### config.mk
export PLATFORM = sky130hd
export DESIGN_NAME = add32_sum_fifo_flat
export DESIGN_NICKNAME = d
export VERILOG_FILES = /design/src/rtl/add32_pkg.sv /design/src/rtl/add32_sum_fifo_if.sv /design/src/rtl/sum_fifo_mem.sv /design/src/rtl/add32_sum_fifo.sv /design/src/flat_wrapper.sv
export SDC_FILE = /design/constraint.sdc
export NUM_CORES = 1
export LEC_CHECK = 0
export ABC_CLOCK_PERIOD_IN_PS = 4400
export CORE_UTILIZATION = 35
export CTS_CLUSTER_DIAMETER = 60
export CTS_CLUSTER_SIZE = 25
export DETAILED_ROUTE_END_ITERATION = 8
export PLACE_DENSITY = 0.57
export SYNTH_ARGS = -nofsm -noshare
export SYNTH_HDL_FRONTEND = slang
export SYNTH_SLANG_ARGS = --single-unit
### constraint.sdc
create_clock -name clk -period 4.4 [get_ports clk]
set_input_delay 0.66 -clock clk [delete_from_list [all_inputs] [get_ports clk]]
set_output_delay 0.66 -clock clk [all_outputs]
set_load 0.05 [all_outputs]
### src/rtl/add32_pkg.sv
`default_nettype none
// +-----------------------------------------------------------------------+
// | add32_pkg : shared word width, drop-counter width and sum word type    |
// | Rev 1.0                                                                |
// +-----------------------------------------------------------------------+
package add32_pkg;
  localparam int WIDTH = 32;
  localparam int DCW   = 8;

  typedef logic [WIDTH-1:0] sum_word_t;
endpackage
`default_nettype wire

### src/rtl/add32_sum_fifo_if.sv
`default_nettype none
// +-----------------------------------------------------------------------+
// | add32_sum_fifo_if : capture-side, consumer-side and status signals     |
// | Rev 1.0   (chk_sum present when ADD32_SUM_CHK_EN is defined)           |
// +-----------------------------------------------------------------------+
interface add32_sum_fifo_if
  import add32_pkg::*;
#(
  parameter int DEPTH = 8
);
  localparam int AW = $clog2(DEPTH);

  logic            sum_valid;
  sum_word_t       sum_in;
  logic            out_valid;
  sum_word_t       out_data;
  logic            out_ready;
  logic [AW:0]     count;
  logic            full;
  logic            empty;
  logic            overflow;
  logic [DCW-1:0]  drop_cnt;
  logic            clr_ovf;
`ifdef ADD32_SUM_CHK_EN
  sum_word_t       chk_sum;
`endif

  modport master (
    output sum_valid, sum_in, out_ready, clr_ovf,
    input  out_valid, out_data, count, full, empty, overflow, drop_cnt
`ifdef ADD32_SUM_CHK_EN
    , chk_sum
`endif
  );

  modport slave (
    input  sum_valid, sum_in, out_ready, clr_ovf,
    output out_valid, out_data, count, full, empty, overflow, drop_cnt
`ifdef ADD32_SUM_CHK_EN
    , chk_sum
`endif
  );
endinterface
`default_nettype wire

### src/rtl/sum_fifo_mem.sv
`default_nettype none
// +-----------------------------------------------------------------------+
// | sum_fifo_mem : DEPTH x WIDTH array, sync write, combinational read     |
// | Rev 1.0                                                                |
// +-----------------------------------------------------------------------+
module sum_fifo_mem
  import add32_pkg::*;
#(
  parameter int DEPTH = 8,
  localparam int AW   = $clog2(DEPTH)
) (
  input  logic          clk,
  input  logic          we_i,
  input  logic [AW-1:0] waddr_i,
  input  sum_word_t     wdata_i,
  input  logic [AW-1:0] raddr_i,
  output sum_word_t     rdata_o
);
  sum_word_t mem_q [DEPTH];

  // Storage is deliberately left out of reset.
  always_ff @(posedge clk) begin
    if (we_i) begin
      mem_q[waddr_i] <= wdata_i;
    end
  end

  assign rdata_o = mem_q[raddr_i];
endmodule
`default_nettype wire

### src/rtl/add32_sum_fifo.sv
`default_nettype none
// +-----------------------------------------------------------------------+
// | add32_sum_fifo : show-ahead sum FIFO with drop counting; optional      |
// | running checksum under ADD32_SUM_CHK_EN.  Rev 1.0                      |
// +-----------------------------------------------------------------------+
module add32_sum_fifo
  import add32_pkg::*;
#(
  parameter int DEPTH = 8
) (
  input  logic             clk,
  input  logic             rst,
  add32_sum_fifo_if.slave  bus
);
  localparam int AW = $clog2(DEPTH);
  localparam logic [AW:0] FULL_CNT = (AW+1)'(DEPTH);

  logic [AW-1:0]  wr_ptr_q, wr_ptr_d;
  logic [AW-1:0]  rd_ptr_q, rd_ptr_d;
  logic [AW:0]    count_q, count_d;
  logic           overflow_q, overflow_d;
  logic [DCW-1:0] drop_cnt_q, drop_cnt_d;
  logic           full, empty, pop, push, drop;
  sum_word_t      rdata;

  assign full  = (count_q == FULL_CNT);
  assign empty = (count_q == '0);
  assign pop   = ~empty & bus.out_ready;
  // A full FIFO still accepts a word when the head leaves in the same cycle.
  assign push  = bus.sum_valid & (~full | pop);
  assign drop  = bus.sum_valid & full & ~pop;

  sum_fifo_mem #(.DEPTH(DEPTH)) u_mem (
    .clk     (clk),
    .we_i    (push),
    .waddr_i (wr_ptr_q),
    .wdata_i (bus.sum_in),
    .raddr_i (rd_ptr_q),
    .rdata_o (rdata)
  );

  always_comb begin
    wr_ptr_d   = wr_ptr_q;
    rd_ptr_d   = rd_ptr_q;
    count_d    = count_q;
    overflow_d = overflow_q;
    drop_cnt_d = drop_cnt_q;
    if (push) wr_ptr_d = wr_ptr_q + AW'(1);
    if (pop)  rd_ptr_d = rd_ptr_q + AW'(1);
    if (push && !pop) begin
      count_d = count_q + (AW+1)'(1);
    end else if (pop && !push) begin
      count_d = count_q - (AW+1)'(1);
    end
    // Clear beats a same-cycle drop, so that drop goes uncounted.
    if (bus.clr_ovf) begin
      overflow_d = 1'b0;
      drop_cnt_d = '0;
    end else if (drop) begin
      overflow_d = 1'b1;
      if (drop_cnt_q != '1) drop_cnt_d = drop_cnt_q + DCW'(1);
    end
  end

  always_ff @(posedge clk) begin
    if (rst) begin
      wr_ptr_q   <= '0;
      rd_ptr_q   <= '0;
      count_q    <= '0;
      overflow_q <= 1'b0;
      drop_cnt_q <= '0;
    end else begin
      wr_ptr_q   <= wr_ptr_d;
      rd_ptr_q   <= rd_ptr_d;
      count_q    <= count_d;
      overflow_q <= overflow_d;
      drop_cnt_q <= drop_cnt_d;
    end
  end

  assign bus.out_valid = ~empty;
  assign bus.out_data  = rdata;
  assign bus.count     = count_q;
  assign bus.full      = full;
  assign bus.empty     = empty;
  assign bus.overflow  = overflow_q;
  assign bus.drop_cnt  = drop_cnt_q;

`ifdef ADD32_SUM_CHK_EN
  sum_word_t chk_q, chk_d;

  assign chk_d = push ? (chk_q + bus.sum_in) : chk_q;

  always_ff @(posedge clk) begin
    if (rst) chk_q <= '0;
    else     chk_q <= chk_d;
  end

  assign bus.chk_sum = chk_q;
`endif
endmodule
`default_nettype wire
### src/flat_wrapper.sv
// flat-port wrapper written by rule: the top's interface ports become plain ports
module add32_sum_fifo_flat import add32_pkg::*;
#(
  parameter int DEPTH = 8
)
  (clk, rst, bus_sum_valid, bus_sum_in, bus_out_ready, bus_clr_ovf, bus_out_valid, bus_out_data, bus_count, bus_full, bus_empty, bus_overflow, bus_drop_cnt);
  add32_sum_fifo_if #(.DEPTH(DEPTH)) bus_i ();
  input  logic clk;
  input  logic rst;
  input wire logic [$bits(bus_i.sum_valid)-1:0] bus_sum_valid;
  input wire logic [$bits(bus_i.sum_in)-1:0] bus_sum_in;
  input wire logic [$bits(bus_i.out_ready)-1:0] bus_out_ready;
  input wire logic [$bits(bus_i.clr_ovf)-1:0] bus_clr_ovf;
  output wire logic [$bits(bus_i.out_valid)-1:0] bus_out_valid;
  output wire logic [$bits(bus_i.out_data)-1:0] bus_out_data;
  output wire logic [$bits(bus_i.count)-1:0] bus_count;
  output wire logic [$bits(bus_i.full)-1:0] bus_full;
  output wire logic [$bits(bus_i.empty)-1:0] bus_empty;
  output wire logic [$bits(bus_i.overflow)-1:0] bus_overflow;
  output wire logic [$bits(bus_i.drop_cnt)-1:0] bus_drop_cnt;
  assign bus_i.sum_valid = bus_sum_valid;
  assign bus_i.sum_in = bus_sum_in;
  assign bus_i.out_ready = bus_out_ready;
  assign bus_i.clr_ovf = bus_clr_ovf;
  assign bus_out_valid = bus_i.out_valid;
  assign bus_out_data = bus_i.out_data;
  assign bus_count = bus_i.count;
  assign bus_full = bus_i.full;
  assign bus_empty = bus_i.empty;
  assign bus_overflow = bus_i.overflow;
  assign bus_drop_cnt = bus_i.drop_cnt;
  add32_sum_fifo #(.DEPTH(DEPTH)) u_core (.clk(clk), .rst(rst), .bus(bus_i));
endmodule
Word-level counts from Yosys, hierarchy flattened
Memories as Yosys holds them, arrays and structs flattened. A register that Yosys moved wholly into a read port is not among the register bits.
Cells that the tools add are included.
- flip-flop bits (word level): 19
- bits in writable memories: 256
- input port bits: 37
- output and inout port bits: 48
- memories: 1
- memories (memory ; words ; bits a word ; read ports ; clocked after memory_dff ; write ports ; RTL line ; text):
    u_core.u_mem.mem_q ; 8 ; 32 ; 1 ; 1 ; 1 ; sum_fifo_mem.sv:19 ; sum_word_t mem_q [DEPTH];
- add/sub/neg operators: 5
- equality and inequality tests: 2
- mux-type cells: 6
- bitwise gates (word level): 8
- reductions and logical operators: 8
- operator list (cell ; count):
    $add A8 B1 Y8 const B ; 1
    $mux W4 ; 2
    $ne A8 B8 Y1 const B ; 1
    $add A3 B1 Y3 const B ; 2
    $mux W3 ; 2
    $add A4 B1 Y4 const B ; 1
    $and A1 B1 Y1 ; 4
    $eq A4 B4 Y1 const B ; 1
    $logic_not A4 Y1 ; 1
    $sub A4 B1 Y4 const B ; 1
    $not A1 Y1 ; 3
    $logic_and A1 B1 Y1 ; 2
    $logic_not A1 Y1 ; 2
    $mux W1 ; 2
    $reduce_and A2 Y1 ; 1
    $reduce_bool A2 Y1 ; 1
    $reduce_or A2 Y1 ; 1
    $or A1 B1 Y1 ; 1

Depth between registers and ports, before layout
- depth in word-level cells: 9
- mapped depth: 10
- gate-level depth less buffers: 9

By module
From an unflattened synthesis, not the netlist that was laid out.
- cells, all modules: 493
- area, all modules: 10799.1 µm²
- modules (own cells, without submodules) (module ; times used ; cells each ; area each (µm²) ; seq. area each (µm²)):
    sum_fifo_mem ; 1 ; 383 ; 9825.7 ; 7687.4
    add32_sum_fifo ; 1 ; 110 ; 973.4 ; 380.4

Worst setup path before layout
No wires, ideal clock.
- path kind: register to register
- start: register u_core.count_q[0], in the netlist u_core.bus.count[0]
- end: memory u_core.u_mem.mem_q[0][0] (netlist name), enable pin
- arrival time: 3.529 ns
- data required time: 3.939 ns
- setup slack: 0.409 ns
- cell stages (with the launch flop): 5
- path buffers: 0
- period minus slack after synthesis: 3.991 ns
- cells stage by stage: dfxtp_1 > or4b_4 > o21a_1 > nand2b_1 > nor3_1
- cells in the longest elaborated chain, start to end: 7
- elaborated cells on any way between the ends: 9
- those cells by class: eq/ne: 1; mux: 2; bitwise: 5; reduce/logical: 1
- RTL lines (what ; RTL line ; text):
    start, declared ; add32_sum_fifo.sv:20 ; logic [AW:0] count_q, count_d;
    start signal, assigned ; add32_sum_fifo.sv:75 ; count_q <= count_d;
    $logic_not A4 Y1 ; add32_sum_fifo.sv:27 ; assign empty = (count_q == '0);
    $not A1 Y1 ; add32_sum_fifo.sv:28 ; assign pop = ~empty & bus.out_ready;
    $and A1 B1 Y1 ; add32_sum_fifo.sv:28 ;
    $or A1 B1 Y1 * ; add32_sum_fifo.sv:30 ; assign push = bus.sum_valid & (~full | pop);
    $and A1 B1 Y1 * ; add32_sum_fifo.sv:30 ;
    net u_core.push ; add32_sum_fifo.sv:23 ; logic full, empty, pop, push, drop;
    $mux W1 * ; sum_fifo_mem.sv:23 ; if (we_i) begin
    $mux W1 (not written as such) * ; sum_fifo_mem.sv:24 ; mem_q[waddr_i] <= wdata_i;
    end, declared ; sum_fifo_mem.sv:19 ;
Mark *: on every way through the listed nets, which the timed path passes. The rest lies on a longest branch.

==> qor.yml <==
ir_drop_mv: 0.650
crit_path_end_kind: "output port"
cts_setup_buffers: 0
syn_nets: 545
maxCapViolCount: 0
final_core_util_pct: 43.5
clock_sinks: 278
crit_fanout: 25
drv_slew: 0
numCtsBuffers: 24
drtAntennaViolNets: 0
grt_max_degree: 65
drc_errors: 0
hold_viol: 0
clk_pin_slew_ns: 0.07
cp.required_ns: 3.74
grt_pass1_vias: 5464
relSlewSlack_pct: 32.8
clock_skew_ns: 0.0242
syn_inst: 501
synth.cell_area_um2: 10700
p_per_area_nw_per_um2: 574
vias: 5064
synth_area_per_cell_um2: 21.3
drive_gt1_share_pct: 27.7
status: "completed"
gp_congestion: 0.709
portBuffers: 84
io_pins: 85
ys_types: 41
globalRoute.totalOverflow: 0
grt_usage_pct: 13.8
arrival_ns: 3.19
nets: 644
rsz0062_at_grt: "no"
mostFrequentLayoutCells: "edfxtp_1 (256), clkdlybuf4s50_1 (84), mux4_2 (64), mux2_2 (33), clkbuf_16 (24)"
start_kind: "flop"
fmax_mhz: 260
initial_core_util_pct: 35.8
dieWidth_um: 177
syn2layout_area_growth_pct: 21.5
htree_levels: 1
worst_pin_slew_ns: 1.01
routedWlPerCell_um: 20.9
synth-seq-cells: 278
p_leak_nw: 4.04
whs_ns: 0.471
pre_cts_ws_ns: 1.02
post_cts_resize_count: 0
finalSetupViolCount: 0
core_area_um2: 29900
ys_seq_area_share_pct: 76.1
fin_ws_ns: 0.551
fillCellCount: 2538
finalSetupTns_ns: 0
synth_warnings: 0
final_common_cell: "edfxtp_1"
dieHeight_um: 177
dieArea_um2: 31200
grt_pass1_wl_um: 32200
crit_type: "flop to output port"
cts_tree: "done"
clock_path_buffers: 3
row_count: 63
wirelength_um: 21100
holdBufCountCts: 0
post-route-min-period_ns: 3.85
antenna_found_initial: 0
place_hpwl_um: 12200
clk_latency_ns: 0.54
first_pass_iters: 5
viasPerCell: 5.02
fin_crit_sh_pct: 87.5
hp-class: "flop to flop"
ctsRootBufferMaster: "clkbuf_16"
drtIter0Drc: 403
-- synth_stat cells --
cell type  number  share of area [%]
a211oi_1        1              0.070
a21oi_1         9               0.42
a31oi_1         2               0.12
a41o_1          1              0.094
and2_1          1              0.059
and2_2          1              0.070
and2b_2         1              0.082
and3_1          3               0.18
buf_1           2              0.070
buf_2           7               0.33
buf_6           1               0.11
clkbuf_1       14               0.49
clkinv_4        1              0.082
dfxtp_1        22                4.1
edfxtp_1      256                 72
fa_1            1               0.19
ha_1            6               0.70
inv_1           4               0.14
mux2_2         33                3.5
mux2i_1         2               0.19
mux4_2         64                 13
nand2_1         7               0.25
nand2_4         1               0.11
nand2b_1        4               0.23
nand3_1         7               0.33
nand4_1         1              0.059
nor2_1         21               0.74
nor2b_1         1              0.059
nor3_1          4               0.19
nor4_1          2               0.12
o211ai_1        1              0.070
o21a_1          3               0.21
o21ai_0         2              0.094
o31ai_1         3               0.21
or2_2           1              0.059
or3_1           2               0.12
or4_1           2               0.14
or4_2           1              0.082
or4b_4          1               0.13
xnor2_1         1              0.082
xor2_1          4               0.33
-- final timing paths --
check | cells past startpoint | slack [ns] | end | from
max | 4 | 0.55 | bus_out_data[9] | flop
min | 2 | 0.47 | flop | u_core.rd_ptr_q[1]$_SDFFE_PP0N_
max reg2reg | 9 | 1.53 | u_core.bus.count[3]$_SDFFE_PP0P_ | u_core.bus.count[0]$_SDFFE_PP0P_
min reg2reg | 2 | 0.47 | flop | u_core.rd_ptr_q[1]$_SDFFE_PP0N_
-- metrics by stage --
step	power (mW)	cell area, um2	std cells
detailed placement	5.34	12100	964
CTS	7.56	13000	1007
floorplan	4.70	10700	501
global placement	5.30	12100	964
finish	7.45	13000	1008
global route	7.77	13000	1007
-- where the power goes --
group	total [mW]	internal, mW	switching [mW]
sequential	3.19	3.01	0.180
clock	2.22	1.15	1.07
combinational	2.05	0.934	1.11
total	7.45	5.09	2.36
-- worst max-delay path, cell delays in order (launching register included) --
cell             delay [ns]
dfxtp_4                0.70
buf_4                  0.39
mux4_2                 0.53
mux2_2                 0.29
clkdlybuf4s50_1        0.73
-- flip-flops by register name (all words and copies together) (netlist names), named ones only --
| signal | flops |
|---|---|
| u_core.bus.drop_cnt | 8 |
| u_core.wr_ptr_q | 3 |
| u_core.bus.count | 4 |
| u_core.rd_ptr_q | 3 |
| u_core.u_mem.mem_q | 256 |
| u_core.bus.overflow | 1 |
-- area by class of cell --
cell class                      instances  area [um2]  share of cell area [%]
Clock inverter                         19         263                    2.02
Clock buffer                           24         601                    4.62
Timing Repair Buffer                   97         988                    7.61
Tap cell                              390         488                    3.76
Antenna cell                            1        2.50                  0.0193
Multi-Input combinational cell        194        2480                    19.1
Inverter                                5        23.8                   0.183
Sequential cell                       278        8140                    62.7
-- cells by family after synthesis --
logic type / after synthesis / share of synthesized area, %
buffers and inverters: 29 / 1.22
multiplexers: 99 / 17.2
XOR/XNOR: 5 / 0.410
adder cells (fa/ha/maj): 7 / 0.890
flip-flops: 278 / 76.1
AND/OR/NAND/NOR: 61 / 2.99
AO/OA/AOI/OAI: 22 / 1.29
-- routing by layer --
metal,GRT usage [%],share of wire [%],vias up
met5,0,0,-
met4,3.09,1.8,0
met3,2.94,5.9,32
met2,23.3,49,136
met1,18.2,43,2622
li1,-,-,2274
Note: power is estimated with default switching activity, not from simulation.
